**src/rtl/stc_pkg.sv**
```systemverilog
// Shared sparse-tensor-core definitions: mode encodings, 2:4 group size and arithmetic helpers.
// sat_add is used by sdp_lane only when SDP_GROUP_SAT_EN is defined.
package stc_pkg;

   localparam logic MODE_DENSE    = 1'b0;
   localparam logic MODE_SPARSE24 = 1'b1;
   localparam int   GROUP         = 4;

   function automatic int clog2(input int v);
      int r;
      r = 0;
      for (int i = 0; i < 31; i++)
         if ((1 << r) < v) r = r + 1;
      return r;
   endfunction

   // Clamp x+y to the signed range of a w-bit word (w <= 62), result sign-extended to 64 bits.
   function automatic logic signed [63:0] sat_add(input logic signed [63:0] x,
                                                  input logic signed [63:0] y,
                                                  input int w);
      logic signed [63:0] s;
      logic signed [63:0] hi;
      logic signed [63:0] lo;
      s  = x + y;
      hi = (64'sd1 <<< (w - 1)) - 64'sd1;
      lo = -hi - 64'sd1;
      if (s > hi)      return hi;
      else if (s < lo) return lo;
      else             return s;
   endfunction

endpackage

```
**src/rtl/sdp_group_if.sv**
```systemverilog
// Beat-in / result-out handshake bundle of the dot-product group.
interface sdp_group_if #(
   parameter int N_UNIT = 4,
   parameter int N_MUL  = 4,
   parameter int DW_MUL = 8,
   parameter int DW_ADD = 32
);
   localparam int DW_UNIT_IN = DW_MUL * N_MUL;
   localparam int DW_B_UNIT  = 2 * DW_MUL * N_MUL;

   logic                         in_valid;
   logic                         in_ready;
   logic                         in_mode;
   logic                         in_last;
   logic [DW_UNIT_IN-1:0]        in_a;
   logic [2*N_MUL-1:0]           in_idx;
   logic [N_UNIT*DW_B_UNIT-1:0]  in_b;
   logic                         out_valid;
   logic                         out_ready;
   logic [N_UNIT*DW_ADD-1:0]     out;

   modport master (
      output in_valid, in_mode, in_last, in_a, in_idx, in_b, out_ready,
      input  in_ready, out_valid, out
   );

   modport slave (
      input  in_valid, in_mode, in_last, in_a, in_idx, in_b, out_ready,
      output in_ready, out_valid, out
   );
endinterface

```
**src/rtl/sdp_lane.sv**
```systemverilog
// One dot-product lane: operand select, product register, adder tree register, K accumulator.
// SDP_GROUP_SAT_EN selects a saturating accumulator instead of two's-complement wrap.
module sdp_lane
   import stc_pkg::*;
#(
   parameter int N_MUL  = 4,
   parameter int DW_MUL = 8,
   parameter int DW_ADD = 32
) (
   input  logic                        clk,
   input  logic                        reset,
   input  logic                        adv,
   input  logic                        v2,
   input  logic                        last2,
   input  logic                        mode,
   input  logic [N_MUL*DW_MUL-1:0]     a,
   input  logic [2*N_MUL-1:0]          idx,
   input  logic [2*N_MUL*DW_MUL-1:0]   b,
   output logic signed [DW_ADD-1:0]    res
);
   localparam int PW = 2 * DW_MUL;
   localparam int TW = PW + clog2(N_MUL);

   logic signed [DW_MUL-1:0] b_sel [N_MUL];
   logic signed [PW-1:0]     prod  [N_MUL];
   logic signed [TW-1:0]     tree_c;
   logic signed [TW-1:0]     tree_q;
   logic signed [DW_ADD-1:0] tree_ext;
   logic signed [DW_ADD-1:0] acc;
   logic signed [DW_ADD-1:0] sum;

   // Sparse: each A element picks its partner inside its own group of four B elements.
   always_comb begin
      for (int k = 0; k < N_MUL; k++) begin
         b_sel[k] = b[k*DW_MUL +: DW_MUL];
         case (mode)
            MODE_DENSE:    b_sel[k] = b[k*DW_MUL +: DW_MUL];
            MODE_SPARSE24: b_sel[k] = b[((k/2)*GROUP + int'(idx[2*k +: 2]))*DW_MUL +: DW_MUL];
         endcase
      end
   end

   always_comb begin
      tree_c = '0;
      for (int k = 0; k < N_MUL; k++)
         tree_c = tree_c + TW'(prod[k]);
   end

   assign tree_ext = DW_ADD'(tree_q);

`ifdef SDP_GROUP_SAT_EN
   assign sum = DW_ADD'(sat_add(64'(acc), 64'(tree_ext), DW_ADD));
`else
   assign sum = acc + tree_ext;
`endif

   always_ff @(posedge clk or posedge reset) begin
      if (reset) begin
         for (int k = 0; k < N_MUL; k++) prod[k] <= '0;
         tree_q <= '0;
         acc    <= '0;
         res    <= '0;
      end else if (adv) begin
         for (int k = 0; k < N_MUL; k++)
            prod[k] <= PW'($signed(a[k*DW_MUL +: DW_MUL])) * PW'(b_sel[k]);
         tree_q <= tree_c;
         if (v2) begin
            if (last2) begin
               res <= sum;
               acc <= '0;
            end else begin
               acc <= sum;
            end
         end
      end
   end

endmodule

```
**src/rtl/sdp_group.sv**
```systemverilog
// Dot-product group: N_UNIT lanes sharing A, lockstep 3-stage pipeline with full backpressure.
// Define SDP_GROUP_SAT_EN for saturating per-lane accumulation.
module sdp_group
   import stc_pkg::*;
#(
   parameter int N_UNIT = 4,
   parameter int N_MUL  = 4,
   parameter int DW_MUL = 8,
   parameter int DW_ADD = 32
) (
   input  logic        clk,
   input  logic        reset,
   sdp_group_if.slave  bus
);
   localparam int DW_B_UNIT = 2 * DW_MUL * N_MUL;

   logic adv;
   logic v1, last1;
   logic v2, last2;
   logic out_valid_q;
   logic signed [DW_ADD-1:0] lane_res [N_UNIT];
   logic [N_UNIT*DW_ADD-1:0] out_w;

   // Only a held, unaccepted result can stall; everything else moves every cycle.
   assign adv           = !(out_valid_q && !bus.out_ready);
   assign bus.in_ready  = adv;
   assign bus.out_valid = out_valid_q;
   assign bus.out       = out_w;

   always_ff @(posedge clk or posedge reset) begin
      if (reset) begin
         v1          <= 1'b0;
         last1       <= 1'b0;
         v2          <= 1'b0;
         last2       <= 1'b0;
         out_valid_q <= 1'b0;
      end else if (adv) begin
         v1          <= bus.in_valid;
         last1       <= bus.in_valid && bus.in_last;
         v2          <= v1;
         last2       <= last1;
         out_valid_q <= v2 && last2;
      end
   end

   for (genvar i = 0; i < N_UNIT; i++) begin : g_lane
      sdp_lane #(
         .N_MUL  (N_MUL),
         .DW_MUL (DW_MUL),
         .DW_ADD (DW_ADD)
      ) u_lane (
         .clk   (clk),
         .reset (reset),
         .adv   (adv),
         .v2    (v2),
         .last2 (last2),
         .mode  (bus.in_mode),
         .a     (bus.in_a),
         .idx   (bus.in_idx),
         .b     (bus.in_b[i*DW_B_UNIT +: DW_B_UNIT]),
         .res   (lane_res[i])
      );
   end

   always_comb begin
      out_w = '0;
      for (int i = 0; i < N_UNIT; i++)
         out_w[i*DW_ADD +: DW_ADD] = lane_res[i];
   end

endmodule
```
**src/flat_wrapper.sv**
```systemverilog
// flat-port wrapper written by rule: the top's interface ports become plain ports
module sdp_group_flat import stc_pkg::*;
#(
   parameter int N_UNIT = 4,
   parameter int N_MUL  = 4,
   parameter int DW_MUL = 8,
   parameter int DW_ADD = 32
)
  (clk, reset, bus_in_valid, bus_in_mode, bus_in_last, bus_in_a, bus_in_idx, bus_in_b, bus_out_ready, bus_in_ready, bus_out_valid, bus_out);
  sdp_group_if #(.N_UNIT(N_UNIT), .N_MUL(N_MUL), .DW_MUL(DW_MUL), .DW_ADD(DW_ADD)) bus_i ();
  input  logic clk;
  input  logic reset;
  input wire logic [$bits(bus_i.in_valid)-1:0] bus_in_valid;
  input wire logic [$bits(bus_i.in_mode)-1:0] bus_in_mode;
  input wire logic [$bits(bus_i.in_last)-1:0] bus_in_last;
  input wire logic [$bits(bus_i.in_a)-1:0] bus_in_a;
  input wire logic [$bits(bus_i.in_idx)-1:0] bus_in_idx;
  input wire logic [$bits(bus_i.in_b)-1:0] bus_in_b;
  input wire logic [$bits(bus_i.out_ready)-1:0] bus_out_ready;
  output wire logic [$bits(bus_i.in_ready)-1:0] bus_in_ready;
  output wire logic [$bits(bus_i.out_valid)-1:0] bus_out_valid;
  output wire logic [$bits(bus_i.out)-1:0] bus_out;
  assign bus_i.in_valid = bus_in_valid;
  assign bus_i.in_mode = bus_in_mode;
  assign bus_i.in_last = bus_in_last;
  assign bus_i.in_a = bus_in_a;
  assign bus_i.in_idx = bus_in_idx;
  assign bus_i.in_b = bus_in_b;
  assign bus_i.out_ready = bus_out_ready;
  assign bus_in_ready = bus_i.in_ready;
  assign bus_out_valid = bus_i.out_valid;
  assign bus_out = bus_i.out;
  sdp_group #(.N_UNIT(N_UNIT), .N_MUL(N_MUL), .DW_MUL(DW_MUL), .DW_ADD(DW_ADD)) u_core (.clk(clk), .reset(reset), .bus(bus_i));
endmodule
```
**config.mk**
```make
export PLATFORM = sky130hd
export DESIGN_NAME = sdp_group_flat
export DESIGN_NICKNAME = d
export VERILOG_FILES = /design/src/rtl/stc_pkg.sv /design/src/rtl/sdp_group_if.sv /design/src/rtl/sdp_lane.sv /design/src/rtl/sdp_group.sv /design/src/flat_wrapper.sv
export SDC_FILE = /design/constraint.sdc
export NUM_CORES = 2
export LEC_CHECK = 0
export ABC_AREA = 1
export BUFFER_PORTS_ARGS = -buffer_cell sky130_fd_sc_hd__buf_2
export CAP_MARGIN = 20
export CORE_UTILIZATION = 55
export CTS_BUF_LIST = sky130_fd_sc_hd__clkbuf_4
export CTS_CLUSTER_DIAMETER = 40
export DETAILED_ROUTE_END_ITERATION = 16
export PLACE_DENSITY = 0.73
export SLEW_MARGIN = 20
export SYNTH_ARGS = -nofsm -noshare
export SYNTH_HDL_FRONTEND = slang
export SYNTH_SLANG_ARGS = --single-unit
```
**constraint.sdc**
```tcl
create_clock -name clk -period 22.4 [get_ports clk]
set_input_delay 0 -clock clk [delete_from_list [all_inputs] [get_ports clk]]
set_output_delay 0 -clock clk [all_outputs]
set_load 0.005 [all_outputs]
```
# After elaboration in Yosys (flattened, before gate mapping)

Cells that the tools add are included.

Register bits after elaboration: 589
Input port bits: 302
Output and inout port bits: 130
Word-level logic and storage cells: 112

$add $sub $neg: 18
Multipliers: 16
Shifts and indexed selects: 16
Muxes and demuxes: 20
Bitwise gates (word level): 2
Reduce and logical (&&, ||, !) cells: 7

Operators with widths:

| operator              | count |
|---|---|
| $shiftx A64 B6 Y8     | 8 |
| $shiftx A64 B32 Y8    | 6 |
| $mul A8 B8 Y16        | 16 |
| $pmux W8 S2           | 16 |
| $add A32 B18 Y32      | 4 |
| $mux W32              | 4 |
| $shiftx A64 B8 Y8     | 2 |
| $add A17 B16 Y18      | 4 |
| $add A18 B16 Y18      | 4 |
| $add A16 B16 Y17      | 4 |
| $add A3 B2 Y4 const A | 2 |
| $logic_and A1 B1 Y1   | 3 |
| $reduce_and A3 Y1     | 1 |
| $logic_not A1 Y1      | 2 |
| $not A1 Y1            | 2 |
| $reduce_and A2 Y1     | 1 |

# Logic depth before layout (Yosys ltp)

Depth after elaboration: 4
Gate-level depth with buffers: 28
Depth with buffers taken out: 26

# Hierarchy

From an unflattened synthesis, not the netlist that was laid out.

Cell total of the unflattened synthesis: 11104
Area, all modules: 82361.5 sq um

Modules (own cells, without submodules):

| module                             | times used | cells each | area an instance (sq um) | sequential area each (sq um) |
|---|---|---|---|---|
| sdp_lane (u_core.g_lane[3].u_lane) | 1          | 2777       | 20606.0                  | 3653.5 |
| sdp_lane (u_core.g_lane[0].u_lane) | 1          | 2783       | 20564.7                  | 3653.5 |
| sdp_lane (u_core.g_lane[1].u_lane) | 1          | 2773       | 20527.2                  | 3653.5 |
| sdp_lane (u_core.g_lane[2].u_lane) | 1          | 2747       | 20459.6                  | 3653.5 |
| sdp_group                          | 1          | 24         | 203.9                    | 125.1 |

# Worst setup path after synthesis

OpenSTA, ideal clock, no wires.

Kind: input to register
Start point: input bus_in_idx[2]
End point: register u_core.g_lane[2].u_lane.prod[42] (netlist bit)
Setup time: 0.082 ns
Arrival time: 4.211 ns
Required time: 22.318 ns
Slack: 18.107 ns
Stages: 22
Path buffers: 3
Cells stage by stage: buf_6 -> buf_6 -> buf_6 -> nor2_1 -> a21oi_1 -> o21ai_0 -> o21ai_2 -> nor2_1 -> fa_1 -> inv_1 -> fa_1 -> inv_1 -> fa_1 -> inv_1 -> fa_1 -> inv_1 -> ha_1 -> inv_1 -> nor3_1 -> a21oi_1 -> or2_2 -> a31oi_1

Cells in the longest elaborated chain, start to end: 3

RTL lines:

| element                         | RTL line           | text |
|---|---|---|
| from (decl)                     | flat_wrapper.sv:17 | `input wire logic [$bits(bus_i.in_idx)-1:0] bus_in_idx;` |
| $shiftx A64 B6 Y8               | sdp_lane.sv:38     | `MODE_SPARSE24: b_sel[k] = b[((k/2)*GROUP + int'(idx[2*k +: 2]))*DW_MUL +: DW_MUL];` |
| $pmux W8 S2                     | sdp_lane.sv:36     | `case (mode)` |
| $mul A8 B8 Y16                  | sdp_lane.sv:65     | `prod[k] <= PW'($signed(a[k*DW_MUL +: DW_MUL])) * PW'(b_sel[k]);` |
| to (signal, indexed assignment) | sdp_lane.sv:65     |  |
| to (decl)                       | sdp_lane.sv:25     | `logic signed [PW-1:0] prod [N_MUL];` |

Every way passes these cells.
A chain may end at the register's enable or synchronous reset.

# Final worst setup path

Start point: input bus_in_mode
End point: register u_core.g_lane[0].u_lane.prod[30] (netlist bit)

Cells in the longest elaborated chain, start to end: 3

RTL lines:

| element                         | RTL line           | text |
|---|---|---|
| from (decl)                     | flat_wrapper.sv:14 | `input wire logic [$bits(bus_i.in_mode)-1:0] bus_in_mode;` |
| $not A1 Y1                      | sdp_lane.sv:36     |  |
| $pmux W8 S2 (*)                 | sdp_lane.sv:36     |  |
| $mul A8 B8 Y16 (*)              | sdp_lane.sv:65     |  |
| to (signal, indexed assignment) | sdp_lane.sv:65     |  |
| to (decl)                       | sdp_lane.sv:25     |  |

Mark *: on every way between the ends. The rest lies on a longest branch, timed or not.

==> impl_metrics.tcl <==
set metrics [dict create \
    fp.dieH_um 389 \
    fmax_ghz 0.170 \
    syn_avg_cell_area_um2 7.39 \
    crit_fanout 89 \
    design_area_um2 90200 \
    numCtsBuffers 175 \
    pre_cts_ws_ps 16510 \
    yosysSeqAreaShare_pct 17.9 \
    synth_xor_area_share_pct 2.04 \
    relSlewSlack_pct 24.8 \
    gp_congestion 1.03 \
    clockBufferDepth 3 \
    slew_viol_final 0 \
    globalRouteOverflowTotal 0 \
    cp.required_ps 23440 \
    syn_nets 13200 \
    grt_use_met1_pct 49.6 \
    crit_slowest_cell "buf_4" \
    ant_nets 0 \
    insertion_delay_ps 1170 \
    setup_slack_ps 16520 \
    synth_compound_area_share_pct 9.33 \
    yosysWarningCount 0 \
    antenna_found_initial 23 \
    arrival_ps 6920 \
    clock-sinks 589 \
    portBuffers 431 \
    routed_via_density 5.46 \
    slowest_delay_ps 820 \
    grt_max_degree 171 \
    cts_resized 0 \
    period_share_pct 26.3 \
    ys_seq_elements 589 \
    synth-edff-count 0 \
    critical_path_class "in -> reg" \
    nets 13700 \
    fin_tns_setup_ps 0 \
    finalSetupViolCount 0 \
    mostFrequentLayoutCells "2758 x nand2_1, 2218 x inv_1, 1186 x nor2_1" \
    syn2layout_area_growth_pct 9.23 \
    grtUsageMet3_pct 7.29 \
    max_cap_viol_count 0 \
    timing.critical_path.buf_inv 8 \
    globalRouteMet2Util_pct 58.3 \
    hold_path_class "in -> async" \
    postSynthCellCount 11200 \
    wl_per_cell_um 20.4 \
    clock_skew_ps 96.0 \
    drc 0 \
    ios 432 \
    dieWidth_um 389 \
    drive_gt1_share_pct 8.73 \
    cp-start-kind "input port" \
    synthFlopType "dfrtp_1" \
    placed_cells 13300 \
    post_dp_cell_area_um2 86100 \
    period_needed_ps 5880 \
    clkTransAtPathRegs_ps 70 \
    htree_levels 4 \
    crit_chain "dlygate4sd3_1, buf_8, buf_4, nand3_1, dlygate4sd3_1, o21ai_2, inv_1, nand2_1, fa_1, fa_1, inv_1, fa_1, inv_1, fa_1, inv_1, ha_1, nand2_1, nor3_1, nand3_1, nand3_1, nand2_1, a31oi_1" \
    cts_root_buf "clkbuf_4" \
    crit_path_end_kind "flop" \
    vias 75700 \
    grtUsageTotal_pct 37.6 \
    dieArea_um2 152000 \
    first_iter_violations 6657 \
    num_rows 141 \
    ys_async_sr_fraction_pct 100 \
    hold_violations 0 \
    synth-simple-area-share_pct 23.9 \
    outcome "finished, final reports clean" \
    core_area_um2 148000 \
    first_pass_iters 7 \
    synthAdderAreaFrac_pct 34.6 \
    grt_pass1_vias 75400 \
    ys_types 50 \
    synth_mux_area_share_pct 0.0727 \
    grt.busiest_layer "met2" \
    final_common_cell "nand2_1" \
    start_util_pct 55.7 \
    hpwl_um 226000 \
    grt_pass1_wl_um 436000 \
    rsz0062_at_grt "no" \
    synth_top_family_by_area "adder cells" \
    worst_slew_pin_slew_ps 1130 \
    layoutNonFillerInstCount 13900 \
    routed_wl_um 283000 \
    synth_area_um2 82600 \
    crit_family "buffers and inverters" \
    tritoncts "built" \
]
==> timing repair <==
item,4_1_cts,5_1_grt
endpoints found under the hold margin,547,0
hold buffers,178,0
setup buffers,0,0
==> Yosys cell counts, types with 49 or more instances <==
cell	count	area (um2)
nand2_1	2758	10400
inv_1	2221	8340
nor2_1	1187	4460
fa_1	1016	20300
ha_1	656	8210
nand3_1	633	3170
dfrtp_1	589	14700
o21ai_0	417	2090
a21oi_1	396	1980
buf_2	146	731
clkbuf_1	130	488
xnor2_1	122	1070
o211ai_1	121	908
o21ai_2	111	972
a31oi_1	94	588
xor2_1	70	613
o21bai_1	54	405
nand4_1	52	325
or2_2	49	307
==> sequential cells by signal, summed over array words and instances (netlist names) <==
name and cells:
u_core.last2 1, u_core.g_lane.u_lane.res 128, u_core.g_lane.u_lane.tree_q 72, u_core.v2 1
u_core.bus.out_valid 1, u_core.g_lane.u_lane.prod 256, u_core.v1 1, u_core.last1 1
u_core.g_lane.u_lane.acc 128
==> metrics by stage <==
stage	util (%)	hold WS [ps]
3_3_place_gp	58.0	171
3_5_place_dp	58.0	168
2_1_floorplan	-	121
5_1_grt	60.8	93.2
4_1_cts	60.7	3.98
6_report	60.8	89.5
==> routing by layer <==
layer	vias up	part of all wire, %	wire (um)
li1	35500	-	-
met1	36200	42	117000
met2	3264	43	123000
met3	706	8.6	24300
met4	10	6.3	17800
met5	-	0.019	54
==> area by class of cell <==
cell class	instances	area (um2)
fillers	14000	58200
multi-input cells	8008	57700
flip-flops and latches	589	14700
inverters	2257	8490
repair buffers	670	4440
well taps	2002	2500
clock buffers	239	1790
clock inverters	74	453
diodes	22	55.1
==> worst register-to-register path, cell delays in order, from the launching register on <==
cell and delay (ps):
dfrtp_1 410, inv_1 110, nor2_4 120, inv_8 520
buf_4 930, nand2_1 680, o21ai_0 390, dlygate4sd3_1 620
==> kinds of logic after synthesis <==
group,Yosys count
AND/OR/NAND/NOR,4847
buffers and inverters,2580
adder cells (fa/ha/maj),1672
AO/OA/AOI/OAI,1291
flip-flops,589
XOR/XNOR,192
multiplexers,6
==> final timing paths <==
check	start	end	slack [ps]	depth (start not counted)
setup / recovery	bus_in_mode	u_core.g_lane[0].u_lane.prod[30]	16520	22
hold / removal	reset	u_core.g_lane[3].u_lane.res[14]	90	4
setup reg to reg	u_core.bus.out_valid	u_core.g_lane[1].u_lane.prod[16]	18540	7
hold reg to reg	u_core.g_lane[0].u_lane.res[30]	u_core.g_lane[0].u_lane.res[30]	480	2
max in group asynchronous	reset	u_core.g_lane[2].u_lane.res[1]	19360	7
min in group clk	bus_in_b[87]	u_core.g_lane[1].u_lane.prod[31]	120	11
Power is not shown: default switching activity piles up to over one toggle a cycle in this logic, so the estimate is an artifact.
